**src/rtl/mips_ctrl_pkg.sv**
```systemverilog
// Shared definitions for the multicycle MIPS control unit.
// Holds the FSM state type, the opcode/funct encodings, the ALU operation
// codes and the encodings for the ALU-B and PC-source mux selects.
package mips_ctrl_pkg;

    typedef enum logic [3:0] {
        S_FETCH   = 4'd0,
        S_DECODE  = 4'd1,
        S_MEMADR  = 4'd2,
        S_MEMRD   = 4'd3,
        S_MEMWB   = 4'd4,
        S_MEMWR   = 4'd5,
        S_RTYPEEX = 4'd6,
        S_RTYPEWB = 4'd7,
        S_BEQEX   = 4'd8,
        S_ADDIEX  = 4'd9,
        S_ADDIWB  = 4'd10,
        S_JEX     = 4'd11
    } state_t;

    localparam logic [5:0] OP_RTYPE = 6'b000000;
    localparam logic [5:0] OP_LW    = 6'b100011;
    localparam logic [5:0] OP_SW    = 6'b101011;
    localparam logic [5:0] OP_BEQ   = 6'b000100;
    localparam logic [5:0] OP_ADDI  = 6'b001000;
    localparam logic [5:0] OP_J     = 6'b000010;

    localparam logic [5:0] FN_ADD = 6'b100000;
    localparam logic [5:0] FN_SUB = 6'b100010;
    localparam logic [5:0] FN_AND = 6'b100100;
    localparam logic [5:0] FN_OR  = 6'b100101;
    localparam logic [5:0] FN_NOR = 6'b100111;
    localparam logic [5:0] FN_SLT = 6'b101010;

    localparam logic [2:0] ALU_AND  = 3'b000;
    localparam logic [2:0] ALU_OR   = 3'b001;
    localparam logic [2:0] ALU_ADD  = 3'b010;
    localparam logic [2:0] ALU_NAND = 3'b100;
    localparam logic [2:0] ALU_NOR  = 3'b101;
    localparam logic [2:0] ALU_SUB  = 3'b110;
    localparam logic [2:0] ALU_SLT  = 3'b111;

    localparam logic [1:0] SRCB_REGB   = 2'b00;
    localparam logic [1:0] SRCB_FOUR   = 2'b01;
    localparam logic [1:0] SRCB_IMM    = 2'b10;
    localparam logic [1:0] SRCB_IMM_SH = 2'b11;

    localparam logic [1:0] PCSRC_ALU    = 2'b00;
    localparam logic [1:0] PCSRC_ALUOUT = 2'b01;
    localparam logic [1:0] PCSRC_JUMP   = 2'b10;

endpackage

```
**src/rtl/mips_alu_decoder.sv**
```systemverilog
// R-type funct field decoder.
// Ports: funct (in)        - instr[5:0]
//        alu_control (out) - ALU operation for the funct; ADD when unknown
//        legal (out)       - 1 when funct is a supported R-type operation
module mips_alu_decoder
    import mips_ctrl_pkg::*;
#(
    parameter int OPC_W = 6
) (
    input  logic [OPC_W-1:0] funct,
    output logic [2:0]       alu_control,
    output logic             legal
);

    always_comb begin
        alu_control = ALU_ADD;
        legal       = 1'b1;
        case (funct)
            FN_ADD:  alu_control = ALU_ADD;
            FN_SUB:  alu_control = ALU_SUB;
            FN_AND:  alu_control = ALU_AND;
            FN_OR:   alu_control = ALU_OR;
            FN_NOR:  alu_control = ALU_NOR;
            FN_SLT:  alu_control = ALU_SLT;
            default: legal       = 1'b0;
        endcase
    end

endmodule

```
**src/rtl/mips_multicycle_ctrl.sv**
```systemverilog
// Main control FSM for the multicycle MIPS datapath.
// Ports: clk, rst_n (async active-low); opcode/funct from the instruction
// register; zero from the ALU; mem_ready memory handshake.
// Outputs: memory controls (mem_req, mem_write, iord), ir_write, PC control
// (pc_en, pc_src), ALU operand selects and op code, register-file controls
// (reg_write, reg_dst, mem_to_reg), illegal_op pulse and the retired
// instruction counter instr_count.
module mips_multicycle_ctrl
    import mips_ctrl_pkg::*;
#(
    parameter int CNT_W = 32,
    parameter int OPC_W = 6
) (
    input  logic             clk,
    input  logic             rst_n,
    input  logic [OPC_W-1:0] opcode,
    input  logic [OPC_W-1:0] funct,
    input  logic             zero,
    input  logic             mem_ready,
    output logic             mem_req,
    output logic             mem_write,
    output logic             iord,
    output logic             ir_write,
    output logic             pc_en,
    output logic [1:0]       pc_src,
    output logic             alu_src_a,
    output logic [1:0]       alu_src_b,
    output logic [2:0]       alu_control,
    output logic             reg_write,
    output logic             reg_dst,
    output logic             mem_to_reg,
    output logic             illegal_op,
    output logic [CNT_W-1:0] instr_count
);

    state_t     state_q, state_d;
    logic       pc_write, branch, retire;
    logic [2:0] fn_alu_control;
    logic       fn_legal;

    mips_alu_decoder #(.OPC_W(OPC_W)) u_alu_decoder (
        .funct       (funct),
        .alu_control (fn_alu_control),
        .legal       (fn_legal)
    );

    always_ff @(posedge clk or negedge rst_n) begin
        if (!rst_n) state_q <= S_FETCH;
        else        state_q <= state_d;
    end

    always_ff @(posedge clk or negedge rst_n) begin
        if (!rst_n)      instr_count <= '0;
        else if (retire) instr_count <= instr_count + CNT_W'(1);
    end

    always_comb begin
        state_d     = state_q;
        mem_req     = 1'b0;
        mem_write   = 1'b0;
        iord        = 1'b0;
        ir_write    = 1'b0;
        pc_write    = 1'b0;
        branch      = 1'b0;
        pc_src      = PCSRC_ALU;
        alu_src_a   = 1'b0;
        alu_src_b   = SRCB_REGB;
        alu_control = ALU_AND;
        reg_write   = 1'b0;
        reg_dst     = 1'b0;
        mem_to_reg  = 1'b0;
        illegal_op  = 1'b0;
        retire      = 1'b0;

        case (state_q)
            S_FETCH: begin
                mem_req     = 1'b1;
                alu_src_b   = SRCB_FOUR;
                alu_control = ALU_ADD;
                if (mem_ready) begin
                    ir_write = 1'b1;
                    pc_write = 1'b1;
                    state_d  = S_DECODE;
                end
            end
            S_DECODE: begin
                alu_src_b   = SRCB_IMM_SH;
                alu_control = ALU_ADD;
                case (opcode)
                    OP_LW, OP_SW: state_d = S_MEMADR;
                    OP_RTYPE:     state_d = S_RTYPEEX;
                    OP_BEQ:       state_d = S_BEQEX;
                    OP_ADDI:      state_d = S_ADDIEX;
                    OP_J:         state_d = S_JEX;
                    default: begin
                        illegal_op = 1'b1;
                        state_d    = S_FETCH;
                    end
                endcase
            end
            S_MEMADR: begin
                alu_src_a   = 1'b1;
                alu_src_b   = SRCB_IMM;
                alu_control = ALU_ADD;
                state_d     = (opcode == OP_SW) ? S_MEMWR : S_MEMRD;
            end
            S_MEMRD: begin
                mem_req = 1'b1;
                iord    = 1'b1;
                if (mem_ready) state_d = S_MEMWB;
            end
            S_MEMWB: begin
                reg_write  = 1'b1;
                mem_to_reg = 1'b1;
                retire     = 1'b1;
                state_d    = S_FETCH;
            end
            S_MEMWR: begin
                mem_req   = 1'b1;
                iord      = 1'b1;
                mem_write = 1'b1;
                if (mem_ready) begin
                    retire  = 1'b1;
                    state_d = S_FETCH;
                end
            end
            S_RTYPEEX: begin
                alu_src_a   = 1'b1;
                alu_control = fn_alu_control;
                if (fn_legal) begin
                    state_d = S_RTYPEWB;
                end else begin
                    illegal_op = 1'b1;
                    state_d    = S_FETCH;
                end
            end
            S_RTYPEWB: begin
                reg_write = 1'b1;
                reg_dst   = 1'b1;
                retire    = 1'b1;
                state_d   = S_FETCH;
            end
            S_BEQEX: begin
                alu_src_a   = 1'b1;
                alu_control = ALU_SUB;
                pc_src      = PCSRC_ALUOUT;
                branch      = 1'b1;
                retire      = 1'b1;
                state_d     = S_FETCH;
            end
            S_ADDIEX: begin
                alu_src_a   = 1'b1;
                alu_src_b   = SRCB_IMM;
                alu_control = ALU_ADD;
                state_d     = S_ADDIWB;
            end
            S_ADDIWB: begin
                reg_write = 1'b1;
                retire    = 1'b1;
                state_d   = S_FETCH;
            end
            S_JEX: begin
                pc_src   = PCSRC_JUMP;
                pc_write = 1'b1;
                retire   = 1'b1;
                state_d  = S_FETCH;
            end
            default: state_d = S_FETCH;
        endcase

        pc_en = pc_write | (branch & zero);

        // The state register already sits in FETCH during reset; this
        // override silences FETCH's own strobes so nothing fires while
        // rst_n is low.
        if (!rst_n) begin
            mem_req     = 1'b0;
            mem_write   = 1'b0;
            iord        = 1'b0;
            ir_write    = 1'b0;
            pc_en       = 1'b0;
            pc_src      = PCSRC_ALU;
            alu_src_a   = 1'b0;
            alu_src_b   = SRCB_REGB;
            alu_control = ALU_ADD;
            reg_write   = 1'b0;
            reg_dst     = 1'b0;
            mem_to_reg  = 1'b0;
            illegal_op  = 1'b0;
            retire      = 1'b0;
        end
    end

endmodule

```
**config.mk**
```make
export PLATFORM = sky130hd
export DESIGN_NAME = mips_multicycle_ctrl
export DESIGN_NICKNAME = d
export VERILOG_FILES = /design/src/rtl/mips_ctrl_pkg.sv /design/src/rtl/mips_alu_decoder.sv /design/src/rtl/mips_multicycle_ctrl.sv
export SDC_FILE = /design/constraint.sdc
export NUM_CORES = 1
export LEC_CHECK = 0
export BUFFER_PORTS_ARGS = -buffer_cell sky130_fd_sc_hd__buf_4
export CAP_MARGIN = 20
export CORE_UTILIZATION = 50
export DETAILED_ROUTE_END_ITERATION = 7
export GPL_ROUTABILITY_DRIVEN = 0
export PLACE_DENSITY_LB_ADDON = 0.25
export SYNTH_ARGS = -nofsm -noshare
export SYNTH_HDL_FRONTEND = slang
export SYNTH_SLANG_ARGS = --single-unit
```
**constraint.sdc**
```tcl
create_clock -name clk -period 5.2 [get_ports clk]
set_clock_uncertainty 0.1 [all_clocks]
set_input_delay 0 -clock clk [delete_from_list [all_inputs] [get_ports clk]]
set_output_delay 0 -clock clk [all_outputs]
set_load 0.01 [all_outputs]
```
==> flow_summary_export.csv, run 1 <==
group,metric,value,unit
outcome,status,"finished clean",
placed_design,place_area,2744,sq um
logic_synthesis,synth_area,2262,sq um
placed_design,place_ws,2845,ps
detailed_routing,wl_met2,2.354,mm
logic_synthesis,synth_ff_type,"dfrtp_1",
floorplan,pin_count,65,
logic_synthesis,ys_types,51,
worst_hold_path,hp-class,"primary input to flop",
floorplan,core,4354,sq um
final_layout,nets,318,
floorplan,rows,24,
logic_synthesis,ys_seq_area_share,39.82,%
pwr,powerDensity,293.6,nW/um^2
clock_network,clock_latency,280,ps
detailed_routing,vias,1971,
detailed_routing,vias_per_cell,5.584,
final_layout,num_antenna_cells,0,
timing,setup_viol,0,
logic_synthesis,synth_edf_count,0,
critical_path,cp.buffers_inverters,0,
logic_synthesis,synth_top_area_share,39.82,%
global_routing,grt_pass1_wl,8.190,mm
timing,finalHoldViolations,0,
detailed_routing,wl,4.859,mm
logic_synthesis,synth_cells,239,
global_routing,grt_overflow,0,
clock_network,ctsResizeCount,0,
critical_path,cp_top_family,"simple AND/OR/NAND/NOR gates",
final_layout,multi_input_area,1267,sq um
clock_network,clockBufferDepth,2,
clock_network,clockRootBuffer,"clkbuf_8",
timing,min_period_over_period,46.30,%
clock_network,numCtsBuffers,5,
timing,worstMarginPinSlew,624.3,ps
final_layout,regArea,900.9,sq um
pwr,p_leak,1.380,nW
placed_design,hpwlAfterDp,3.424,mm
floorplan,die_h,69.27,um
detailed_routing,antenna_left,0,
logic_synthesis,synth.area.top_cells,"dfrtp_1 (40%), xor2_1 (9.3%), nor4_2 (4.4%), nor3_1 (4.0%), xnor2_1 (3.9%)",
timing,fin_crit,2408,ps
final_layout,synthToLayoutAreaGrowth,25.61,%
final_layout,drive_gt1_share,30.90,%
clock_network,cts_tree,"built",
job,max-cap-violations,0,
critical_path,max_stage_delay,740,ps
timing,setup_tns,0,ps
floorplan,initial_core_util,51.95,%
critical_path,crit_path_start_kind,"flop",
detailed_routing,wl_met3,189,um
critical_path,crit_type,"flop to flop",
floorplan,die_w,69.27,um
final_layout,fin_area,2841,sq um
timing,max_freq,415.4,MHz
detailed_routing,first_pass_iters,4,
global_routing,grt_usage,20.79,%
timing,layout_setup_ws,2792,ps
logic_synthesis,synth_nets,256,
floorplan,die-area,4798,sq um
timing,slew_viol_final,0,
clock_network,htree_levels,2,
detailed_routing,drt_iter0_drc,120,
critical_path,critPathRequiredTime,5310,ps
placed_design,portBuffers,64,
timing,hold_ws,10.30,ps
logic_synthesis,ys_async_sr_fraction,100.0,%
critical_path,arrival,2510,ps
global_routing,antenna_found_initial,0,
logic_synthesis,synth_area_per_cell,9.465,sq um
logic_synthesis,yosys_warnings,0,
timing,max_slew_margin,58.38,%
timing,grt_setup_unrepaired,"false",
detailed_routing,routed.top_layer,"met4",
critical_path,cp_max_fo,21,
final_layout,fill_cells,360,
global_routing,grt_max_degree,47,
detailed_routing,routedWlPerCell,13.76,um
detailed_routing,m1WireLength,2.268,mm
pwr,ir_drop,0.0001482,V
detailed_routing,drc,0,
clock_network,cts_sinks,36,
logic_synthesis,yosysTopAreaCell,"dfrtp_1",
global_routing,grt_pass1_vias,1760,
clock_network,cts.clk_slew.worst_paths,70,ps
critical_path,crit_chain,"nand2b_2, o221a_4, nand4_2, nor4_2, xor2_1",
logic_synthesis,ys_ff_latch,36,
critical_path,cp-end-kind,"flop",
critical_path,cp_slowest_cell,"dfrtp_1",
pwr,finalPower,0.8343,mW
-- per-layer routing --
layer  GRT usage, %  vias up
li1               -      967
met1          28.76      946
met2          32.69       52
met3          5.233        6
met4          5.215        0
met5              0        -
-- worst paths after layout --
kind / startpoint / endpoint / slack, ps / cells past startpoint
min in group asynchronous: rst_n / instr_count[4]$_DFFE_PN0P_ / 140 / 2
worst min-delay path: opcode[4] / state_q[3]$_DFFE_PN0P_ / 10 / 4
worst max-delay path: state_q[1]$_DFFE_PN0P_ / instr_count[31]$_DFFE_PN0P_ / 2790 / 5
max in group asynchronous: rst_n / state_q[1]$_DFFE_PN0P_ / 4490 / 2
worst max register to register: state_q[1]$_DFFE_PN0P_ / instr_count[31]$_DFFE_PN0P_ / 2790 / 5
worst min register to register: instr_count[28]$_DFFE_PN0P_ / instr_count[28]$_DFFE_PN0P_ / 390 / 1
-- layout by cell type, fill, tap and decap left out, types with 5 or more instances in the layout --
cell type and count:
buf_4 64, clkbuf_8 5, inv_1 8, xor2_1 24
o21ai_0 9, dfrtp_1 36, nand2_1 15, nor2_1 22
nor4_2 8, nor3_1 18, nand3_1 14, xnor2_1 10
-- per-stage QoR --
step	instances	utilization, %
6_report	353	65.26
5_1_grt	353	65.26
4_1_cts	353	65.26
3_5_place_dp	344	63.02
3_3_place_gp	344	63.02
2_1_floorplan	239	-
-- cell families after synthesis --
| kind of cell | share of synthesized area (%) |
|---|---|
| and+or+nand+nor | 31.42 |
| DFF | 39.82 |
| xor gates and xnor gates | 13.16 |
| AOI/OAI and AO/OA | 9.513 |
| buffers and inverters | 4.148 |
| muxes | 1.383 |
| adders and majority gates | 0.5530 |
-- layout make-up --
cell class,count,share of cell area [%]
clock buffer,6,2.554
clock inverter,1,0.1761
inverter,8,1.057
multi-input combinational,184,44.61
sequential,36,31.70
tap,52,2.290
timing repair buffer,66,17.61
-- registers in the layout, summed over array words and instances, names as in the netlist --
register	count
instr_count	32
state_q	4
-- cell usage after synthesis, types with 2 or more instances --
master and count:
buf_6 2, nand2_1 15, a21oi_1 4, inv_1 8, nand4_1 3, nand2b_1 4, o211ai_1 2, a211oi_1 2
mux2i_1 2, clkbuf_1 2, a31oi_1 2, nor3_1 18, xor2_1 24, dfrtp_1 36, o21ai_0 9, nand4_4 2
and3_1 4, o21a_1 2, nand2b_2 2, nand4_2 2, nand3_1 14, nor2_2 2, a22oi_1 2, nor2_1 22
nor2b_1 2, nor4_1 4, and2_1 4, nor4_2 8, buf_2 3, xnor2_1 10, buf_1 3
-- tightest hold or removal path: cells and delay by family --
family	cells	cell delay [ps]
simple gates	1	40
buf+inv	1	80
compound gates	2	220
-- where the power goes --
group	switching (mW)	internal, mW
sequential	0.0692	0.304
clock	0.0951	0.0911
combinational	0.134	0.140
-- timing repair --
item | in CTS | in global routing
setup buffers | 0 | 0
endpoints found under the hold margin | 37 | 0
endpoints found under the setup margin | 0 | 0
hold buffers | 2 | 0
Power figures use the tool's default switching activity.
==> run 2: changes to the inputs <==
==> constraint.sdc (replaced) <==
create_clock -name clk -period 2.5 [get_ports clk]
set_clock_uncertainty 0.1 [all_clocks]
set_input_delay 0 -clock clk [delete_from_list [all_inputs] [get_ports clk]]
set_output_delay 0 -clock clk [all_outputs]
set_load 0.01 [all_outputs]
==> flow_summary_export.csv, run 2 (synthesis gave the netlist of run 1 again) <==
group,metric,value,unit
critical_path,crit_path_start_kind,"primary input",
timing,max_freq,433.9,MHz
detailed_routing,antenna_left,0,
floorplan,die-area,4798,sq um
pwr,p_int,1.149,mW
detailed_routing,wl,4.815,mm
detailed_routing,drc,0,
final_layout,multi_input_area,1267,sq um
clock_network,clockRootBuffer,"clkbuf_8",
clock_network,numCtsBuffers,5,
clock_network,clock_latency,280,ps
critical_path,cp-end-kind,"flop",
detailed_routing,first_pass_iters,4,
timing,min_period_over_period,92.19,%
detailed_routing,routedWlPerCell,13.34,um
global_routing,grt_overflow,0,
worst_hold_path,whs_endpoint,"state_q[3]$_DFFE_PN0P_",
critical_path,worstReg2RegStart,"state_q[0]$_DFFE_PN0P_",
timing,worstMarginPinSlew,442.4,ps
timing,fin_crit,2305,ps
critical_path,max_stage_delay,540,ps
global_routing,antenna_found_initial,0,
pwr,ir_drop,0.0003140,V
pwr,p_leak,1.417,nW
pwr,clkPwrFrac,21.7,%
critical_path,crit_chain,"dlygate4sd3_1, dlygate4sd3_1, buf_4, o221a_4, nand4_2, nor4b_2, xor2_1",
final_layout,synthToLayoutAreaGrowth,28.60,%
final_layout,final_common_cell,"buf_4",
floorplan,rows,24,
clock_network,ctsResizeCount,0,
pwr,powerDensity,610.6,nW/um^2
worst_hold_path,hold_start,"opcode[5]",
timing,hold_ws,17.03,ps
floorplan,pin_count,65,
outcome,status,"finished clean",
final_layout,largest_register_ffs,32,
critical_path,critPathRequiredTime,2600,ps
job,max-cap-violations,0,
final_layout,drive_gt1_share,31.72,%
clock_network,cts_sinks,36,
placed_design,hpwlAfterDp,3.509,mm
floorplan,die_h,69.27,um
clock_network,cts_tree,"built",
timing,setup_viol,0,
critical_path,cp_slowest_cell,"dlygate4sd3_1",
critical_path,crit_type,"primary input to flop",
pwr,seqPwrFrac,39.4,%
global_routing,grt_usage,20.28,%
clock_network,clockBufferDepth,2,
final_layout,nets,326,
final_layout,fin_util,66.81,%
critical_path,arrival,2410,ps
final_layout,num_antenna_cells,0,
floorplan,core,4354,sq um
global_routing,grt_pass1_vias,1755,
clock_network,htree_levels,2,
pwr,swShare,35.35,%
floorplan,die_w,69.27,um
global_routing,grt_pass1_wl,8.010,mm
timing,grt_setup_unrepaired,"false",
timing,slew_viol_final,0,
detailed_routing,drt_iter0_drc,62,
worst_hold_path,hp-class,"primary input to flop",
floorplan,initial_core_util,51.95,%
placed_design,portBuffers,64,
detailed_routing,vias_per_cell,5.490,
worst_hold_path,min_delay_path_depth,4,
timing,max_slew_margin,70.44,%
final_layout,final_cell_mix,"buf_4 (69), dfrtp_1 (36), xor2_1 (24), nor2_1 (22), nor3_1 (18)",
pwr,combPwrFrac,39.0,%
timing,finalHoldViolations,0,
critical_path,r2r-end,"instr_count[29]$_DFFE_PN0P_",
pwr,p_sw,0.6279,mW
critical_path,r2r_setup_slack,440,ps
final_layout,top_register,"instr_count",
final_layout,fill_cells,353,
detailed_routing,vias,1982,
global_routing,grt_max_degree,32,
timing,setup_tns,0,ps
final_layout,regArea,900.9,sq um
critical_path,cp_max_fo,15,
critical_path,critPathMostFrequentCell,"dlygate4sd3_1",
clock_network,cts.clk_slew.worst_paths,70,ps
final_layout,largestRegisters,"instr_count x32, state_q x4",
critical_path,worstRegToRegCells,5,
-- run 2: changes by cell type in the layout (fill, tap and decap cells not counted) --
cell           previous run  this run
buf_4                    64        69
dlygate4sd3_1             2         5
-- run 2: final cells by class --
| cell class | count | share of cell area [%] |
|---|---|---|
| Sequential cell | 36 | 30.97 |
| Clock buffer | 6 | 2.495 |
| Inverter | 8 | 1.032 |
| Timing Repair Buffer | 74 | 19.53 |
| Tap cell | 52 | 2.237 |
| Clock inverter | 1 | 0.1720 |
| Multi-Input combinational cell | 184 | 43.57 |
-- run 2: what timing repair did --
| action | in CTS | in global routing |
|---|---|---|
| hold buffers | 5 | 0 |
| buffers inserted | 0 | 0 |
| endpoints found under the hold margin | 38 | 0 |
-- run 2: worst max-delay path, delay by kind of cell --
kind / cells / cell delay, ps
AOI/OAI and AO/OA: 1 / 230
xor gates and xnor gates: 1 / 160
buffers and inverters: 3 / 1270
and+or+nand+nor: 2 / 730
-- run 2: routing by layer --
layer  global-route usage (%)  vias up  part of all wire (%)
met5                        0        -                     0
met4                    6.349        0                   1.2
met3                    3.924        9                   4.0
met2                    31.61       51                    48
met1                    28.48      937                    46
li1                         -      985                     -
-- run 2: worst max-delay path by stage --
| stage | end | slack (ps) | startpoint |
|---|---|---|---|
| 2_1_floorplan | instr_count[26]$_DFFE_PN0P_ | 800 | instr_count[2]$_DFFE_PN0P_ |
| 3_3_place_gp | instr_count[31]$_DFFE_PN0P_ | 560 | state_q[0]$_DFFE_PN0P_ |
| 6_report | instr_count[29]$_DFFE_PN0P_ | 200 | rst_n |
| 3_5_place_dp | instr_count[29]$_DFFE_PN0P_ | 450 | state_q[0]$_DFFE_PN0P_ |
| 4_1_cts | instr_count[29]$_DFFE_PN0P_ | 180 | rst_n |
| 5_1_grt | instr_count[29]$_DFFE_PN0P_ | 20 | rst_n |
-- run 2: metrics by stage --
step                setup slack, ps  instances  power (mW)  cell area (sq um)
global route                  22.80        361       1.886               2909
detailed placement            449.5        349       1.396               2781
global placement              564.5        349       1.389               2781
CTS                           175.6        361       1.786               2909
finish                        195.3        361       1.776               2909
floorplan                     795.4        239       1.135               2262
-- run 2: power groups by stage --
stage | Combinational (mW) | Sequential, mW | Clock, mW
finish | 0.692 | 0.699 | 0.385
global route | 0.756 | 0.708 | 0.422
CTS | 0.694 | 0.698 | 0.394
detailed placement | 0.686 | 0.709 | 0
global placement | 0.683 | 0.706 | 0
floorplan | 0.432 | 0.704 | 0
